File: config.mk
export PLATFORM = sky130hd
export DESIGN_NAME = uart_tx_arbiter
export DESIGN_NICKNAME = d
export VERILOG_FILES = /design/src/rtl/uart_tx_arbiter.sv
export SDC_FILE = /design/constraint.sdc
export NUM_CORES = 1
export LEC_CHECK = 0
export CORE_UTILIZATION = 40
export DETAILED_ROUTE_END_ITERATION = 16
export GPL_TIMING_DRIVEN = 0
export PLACE_DENSITY = 0.81
export SYNTH_ARGS = -nofsm -noshare
export SYNTH_HDL_FRONTEND = slang
export SYNTH_HIERARCHICAL = 1
export SYNTH_SLANG_ARGS = --single-unit
File: constraint.sdc
create_clock -name i_clk -period 2.3 [get_ports i_clk]
set_clock_uncertainty 0.15 [all_clocks]
set_input_delay 0.575 -clock i_clk [delete_from_list [all_inputs] [get_ports i_clk]]
set_output_delay 0.575 -clock i_clk [all_outputs]
set_load 0.1 [all_outputs]
File: src/rtl/uart_tx_arbiter.sv
// Packet-granular round-robin arbiter sharing one UART TX FIFO write port
// between N_REQ byte-stream requesters, with a per-grant byte limit.

module uart_tx_arb_lane #(
  parameter int DBIT = 8
) (
  input  logic            i_grant,
  input  logic            i_fire,
  input  logic [DBIT-1:0] i_data,
  output logic            o_ready,
  output logic [DBIT-1:0] o_data
);
  // Masked lane data lets the top OR-reduce lanes instead of muxing.
  assign o_ready = i_grant & i_fire;
  assign o_data  = i_grant ? i_data : '0;
endmodule

module uart_tx_arbiter #(
  parameter int N_REQ   = 3,
  parameter int DBIT    = 8,
  parameter int MAX_PKT = 64
) (
  input  logic                  i_clk,
  input  logic                  i_rst_n,
  input  logic [N_REQ-1:0]      i_req_valid,
  input  logic [N_REQ*DBIT-1:0] i_req_data,
  input  logic [N_REQ-1:0]      i_req_last,
  output logic [N_REQ-1:0]      o_req_ready,
  output logic [N_REQ-1:0]      o_grant,
  output logic                  o_trunc,
  output logic                  o_wr_uart,
  output logic [DBIT-1:0]       o_wr_data,
  input  logic                  i_tx_full
);
  localparam int PW = $clog2(N_REQ);

  typedef enum logic {S_IDLE, S_LOCK} state_t;

  state_t                          r_state, w_state_nxt;
  logic   [N_REQ-1:0]              r_grant, w_grant_nxt;
  logic   [PW-1:0]                 r_ptr,   w_ptr_nxt;
  logic   [7:0]                    r_cnt,   w_cnt_nxt;
  logic                            r_trunc, w_trunc_nxt;

  logic   [N_REQ-1:0][DBIT-1:0]    w_lane_data;
  logic   [N_REQ-1:0][DBIT-1:0]    w_lane_masked;
  logic                            w_g_valid, w_g_last, w_fire;
  logic                            w_any;
  logic   [PW-1:0]                 w_sel;
  logic   [N_REQ-1:0]              w_sel_oh;

  assign w_lane_data = i_req_data;
  assign w_g_valid   = |(i_req_valid & r_grant);
  assign w_g_last    = |(i_req_last  & r_grant);
  // Reset gates the strobe so nothing reaches the FIFO while rst_n is low.
  assign w_fire      = (r_state == S_LOCK) & w_g_valid & ~i_tx_full & i_rst_n;

  for (genvar gi = 0; gi < N_REQ; gi++) begin : g_lane
    uart_tx_arb_lane #(.DBIT(DBIT)) u_lane (
      .i_grant (r_grant[gi]),
      .i_fire  (w_fire),
      .i_data  (w_lane_data[gi]),
      .o_ready (o_req_ready[gi]),
      .o_data  (w_lane_masked[gi])
    );
  end

  always_comb begin
    o_wr_data = '0;
    for (int i = 0; i < N_REQ; i++) o_wr_data = o_wr_data | w_lane_masked[i];
  end

  // Round-robin pick: first valid bit scanning upward from r_ptr+1 with wrap.
  always_comb begin : p_sel
    int idx;
    w_any    = 1'b0;
    w_sel    = '0;
    w_sel_oh = '0;
    for (int k = 1; k <= N_REQ; k++) begin
      idx = int'(r_ptr) + k;
      if (idx >= N_REQ) idx = idx - N_REQ;
      if (!w_any && i_req_valid[idx]) begin
        w_any = 1'b1;
        w_sel = PW'(idx);
      end
    end
    w_sel_oh[w_sel] = 1'b1;
  end

  always_comb begin
    w_state_nxt = r_state;
    w_grant_nxt = r_grant;
    w_ptr_nxt   = r_ptr;
    w_cnt_nxt   = r_cnt;
    w_trunc_nxt = 1'b0;
    case (r_state)
      S_IDLE: begin
        if (w_any) begin
          w_state_nxt = S_LOCK;
          w_grant_nxt = w_sel_oh;
          w_ptr_nxt   = w_sel;
          w_cnt_nxt   = '0;
        end
      end
      S_LOCK: begin
        if (w_fire) begin
          w_cnt_nxt = r_cnt + 8'd1;
          if (w_g_last) begin
            w_state_nxt = S_IDLE;
            w_grant_nxt = '0;
          end else if (r_cnt + 8'd1 == 8'(MAX_PKT)) begin
            w_state_nxt = S_IDLE;
            w_grant_nxt = '0;
            w_trunc_nxt = 1'b1;
          end
        end
      end
      default: begin
        w_state_nxt = S_IDLE;
        w_grant_nxt = '0;
      end
    endcase
  end

  always_ff @(posedge i_clk) begin
    if (!i_rst_n) begin
      r_state <= S_IDLE;
      r_grant <= '0;
      r_ptr   <= PW'(N_REQ - 1);
      r_cnt   <= '0;
      r_trunc <= 1'b0;
    end else begin
      r_state <= w_state_nxt;
      r_grant <= w_grant_nxt;
      r_ptr   <= w_ptr_nxt;
      r_cnt   <= w_cnt_nxt;
      r_trunc <= w_trunc_nxt;
    end
  end

  assign o_grant   = r_grant;
  assign o_trunc   = r_trunc;
  assign o_wr_uart = w_fire;
endmodule

Word-level counts from Yosys, hierarchy flattened
Cells that the tools add are included.
- word-level logic and storage cells: 86
- output and inout bits: 16
- register bits: 15
- bitwise gates (word level): 14
- add/subtract/negate cells: 7
- order comparisons: 8
- reduce and logical (&&, ||, !) cells: 11
- multiplexer cells: 37
- equal/unequal tests: 4
- operators with widths (cell ; number):
    $lt 32x4->1 const B ; 3
    $mux 32 ; 3
    $mux 8 ; 5
    $or 8x8->8 ; 2
    $pmux 8 s2 ; 1
    $mux 1 ; 15
    $mux 3 ; 4
    $sub 3x2->4 const B ; 3
    $ge 3x2->1 const B ; 3
    $add 8x1->8 const B ; 1
    $eq 8x7->1 const B ; 1
    $add 2x2->3 const B ; 2
    $and 1x1->1 ; 6
    $and 3x3->3 ; 2
    $bmux 1 s2 ; 3
    $mux 2 ; 3
    $pmux 3 s2 ; 1
    $reduce_or 3->1 ; 2
    $reduce_or 6->1 ; 1
    $not 1->1 ; 4
    $reduce_and 2->1 ; 2
    $add 2x1->3 const B ; 1
    $logic_and 1x1->1 ; 3
    $lt 2x3->1 const B ; 1
    8 further kinds ; 9

Longest topological paths before layout
- depth in word-level cells: 19
- depth in mapped cells: 8
- mapped depth without buffers: 7

By module
Netlist, hierarchy kept.
- by module, submodules not included (module ; sequential area each (um^2) ; area each (um^2) ; cells each ; instances):
    uart_tx_arbiter ; 300.3 ; 1127.3 ; 145 ; 1
    uart_tx_arb_lane ; 0.0 ; 56.3 ; 9 ; 3

Least setup slack after synthesis
No wires, ideal clock.
- kind: register to output
- start point: register r_grant[1], in the netlist o_grant[1]
- end point: output port o_req_ready[0]
- required time: 1575 ps
- stages on the path, launching flop included: 6
- path slack: -1331 ps
- arrival time: 2906 ps
- cell sequence: dfxtp_1 a222oi_1 or3_1 buf_6 inv_6 and2_1
- word-level cells in the longest chain between the ends: 6
- RTL lines (item ; line ; source):
    start, declared ; 40 ; logic [N_REQ-1:0] r_grant, w_grant_nxt;
    start signal, assigned ; 134 ; r_grant <= w_grant_nxt;
    $and 3x3->3 ; 53 ; assign w_g_valid = |(i_req_valid & r_grant);
    $reduce_or 3->1 ; 53 ;
    $and 1x1->1 (3 in a row) ; 56 ; assign w_fire = (r_state == S_LOCK) & w_g_valid & ~i_tx_full & i_rst_n;
    net o_wr_uart ; 31 ; output logic o_wr_uart,
    $and 1x1->1 ; 14 ; assign o_ready = i_grant & i_fire;
    end, declared ; 28 ; output logic [N_REQ-1:0] o_req_ready,
The timed path passes the listed nets, and every way through them passes these cells.

Worst setup path after layout
- start point: input port i_req_valid[0]
- end point: output port o_req_ready[1]
- word-level cells in the longest chain between the ends: 6
- RTL lines (item ; line ; source):
    start, declared ; 25 ; input logic [N_REQ-1:0] i_req_valid,
    $and 3x3->3 ; 53 ;
    $reduce_or 3->1 ; 53 ;
    $and 1x1->1 (3 in a row) ; 56 ;
    $and 1x1->1 ; 14 ;
No other way between the ends.

==> reports/metrics.csv <==
metric,value,unit
R2R setup slack,0.09,ns
HP Class,flop to flop,
syn nets,210,
Setup Viol. Count Final,4,
register area share after synthesis,23.2,%
clk_lat worst skew,0.29,ns
max_slew headroom,36.5,%
# IOs,49,
GP Congestion,0.823,
area grow syn2layout,68.3,%
PwrDens,994,nW/µm²
Worst Setup Start Kind,input pin,
die area,3470,µm²
Layout Nets,275,
total CTS buffers,3,
Total GRT Usage,23.1,%
CTS tree,done,
syn avg cell area,7.54,µm²
CP Max Fanout,5,
most frequent cells in the layout,"and2_1 (25), dlygate4sd2_1 (25), nand2_1 (17)",
FMAX,404,MHz
row cnt,20,
critical path arrival,1.75,ns
largest net degree at the start of global routing,14,
fin crit period,2.47,ns
ANT cells,0,
Pins Over Slew Limit,0,
Initial DRC Count,102,
Synth cell types,47,
H-tree levels,1,
Post-synth EDFFs,0,
R2R Path Start,r_ptr[0],
clk slew on worst S/H paths,0.08,ns
failing checks,setup timing,
residual DRC count,0,
Root Driver,clkbuf_4,
max cap viols,0,
total routed wirelength,4.07,mm
initial antenna violation count,0,
first-pass iteration count of the detailed router,4,
Fin. Hold Viols,0,
synthesized netlist cell count,172,
R2R depth,7,
Antenna Violating Nets Remaining,0,
WP data required,1.57,ns
Worst Tran Pin Value,0.957,ns
area post-placement,1860,µm²
fraction of layout cells with a size suffix above 1,30.5,%
Hold EP,r_cnt[7],
worst r2r dst,r_cnt[6],
IO buf count,47,
Main synth FF type,dfxtp_1,
number of synthesized register bits,15,
first-pass GRT wire length,6.09,mm
final setup margin,-0.173,ns
fin area,2180,µm²
grt ovf,0,
clock buffer depth,2,
vias per inst,5.59,
Core Area,3050,µm²
WS Path Type,input pin to output pin,
asr flop ratio synth,0,%
Initial Utilization,42.5,%
fill cell count,230,
Ys Warns,6,
Vias,1564,
Critical Path End Type,output pin,
Routed wire per std cell,14.5,µm
Pleak,0.910,nW
CTS Sinks,15,
vias in the first global route,1306,
Hold Path Origin,r_cnt[7],
Die X,58.9,µm
outcome,"finished, violations left",
pre-CTS WS,-1.57,ns
VDD IR max,0.394,mV
worst hold path cell count,1,
final HPWL from detailed placement,2.48,mm
Die H,58.9,µm
unrepaired setup endpoints after global routing,true,
Mapped Area,1300,µm²
crit share post-route,108,%
-- cell usage after synthesis, drive strengths merged (5+ instances only) --
master,count,area (µm²)
ha,5,62.6
and2,28,175
dfxtp,15,300
a31oi,7,43.8
o21ai,11,58.8
nand3,6,35.0
nor2,8,30.0
buf,5,43.8
nand2,18,67.6
or3,12,80.1
inv,7,31.3
a21oi,7,35.0
-- worst max-delay path by stage --
stage,startpoint,to,slack [ns]
2_1_floorplan,i_req_valid[1],o_req_ready[0],-0.15
3_3_place_gp,i_rst_n,o_req_ready[1],-1.55
3_5_place_dp,i_req_valid[2],o_req_ready[1],-1.57
4_1_cts,i_req_valid[1],o_req_ready[1],-0.21
5_1_grt,o_grant[1],o_req_ready[1],-0.22
6_report,i_req_valid[0],o_req_ready[1],-0.17
-- repair_timing --
item | 4_1_cts | 5_1_grt
endpoints found under the setup margin | 22 | 20
hold buffers | 0 | 0
setup buffers | 11 | 3
gates resized for setup | 164 | 24
pin swaps | 33 | 5
-- critical path, cell delays in order --
cell and delay [ns]:
buf_4 0.13, a222oi_1 0.29, buf_4 0.19, or3_4 0.20
inv_16 0.04, and2_4 0.16, buf_12 0.16
-- metal layers --
| layer | wire length, µm | global-route usage (%) | up-vias |
|---|---|---|---|
| met5 | 0 | 0 | - |
| met4 | 57 | 6.80 | 0 |
| met3 | 338 | 6.59 | 8 |
| met2 | 1990 | 38.6 | 73 |
| met1 | 1680 | 28.7 | 724 |
| li1 | - | - | 759 |
-- kinds of logic (layout without fill, tap and decap cells) --
kind of cell / count (synthesis) / after routing / share of synthesized area [%]
AND/OR/NAND/NOR: 86 / 86 / 36.6
AO/OA/AOI/OAI: 50 / 50 / 27.2
flip-flops: 15 / 15 / 23.2
buffers and inverters: 13 / 77 / 6.08
adder cells (fa/ha/maj): 5 / 5 / 4.83
XOR/XNOR: 2 / 2 / 1.35
multiplexers: 1 / 1 / 0.772
-- registers in the layout, indices dropped and copies added (netlist names) --
register	flops
o_grant	3
o_trunc	1
r_cnt	8
r_ptr	2
r_state	1
-- metrics by stage --
stage / cells / utilization (%) / setup TNS, ns / power (mW) / hold slack (ns)
floorplan: 172 / - / -0.449 / 1.34 / 0.311
detailed placement: 263 / 60.8 / -15.48 / 1.63 / 0.340
global route: 280 / 71.5 / -0.883 / 2.27 / 0.397
CTS: 278 / 68.4 / -0.799 / 2.06 / 0.360
finish: 280 / 71.5 / -0.674 / 2.17 / 0.366
global placement: 263 / 60.8 / -15.05 / 1.63 / 0.339
-- where the power goes --
group | switching (mW) | internal, mW | total, mW
registers | 0.0317 | 0.303 | 0.334
logic | 1.03 | 0.650 | 1.68
clock network | 0.0846 | 0.0675 | 0.152
-- cell type report --
type | instances | area [µm²] | share of cell area [%]
flip-flops and latches | 15 | 318 | 14.6
multi-input cells | 144 | 1020 | 46.7
well taps | 44 | 55.1 | 2.52
plain buffers | 5 | 46.3 | 2.12
inverters | 7 | 45.0 | 2.06
clock buffers | 4 | 26.3 | 1.20
repair buffers | 61 | 673 | 30.8
No activity file was read; power rests on OpenSTA's default activity.
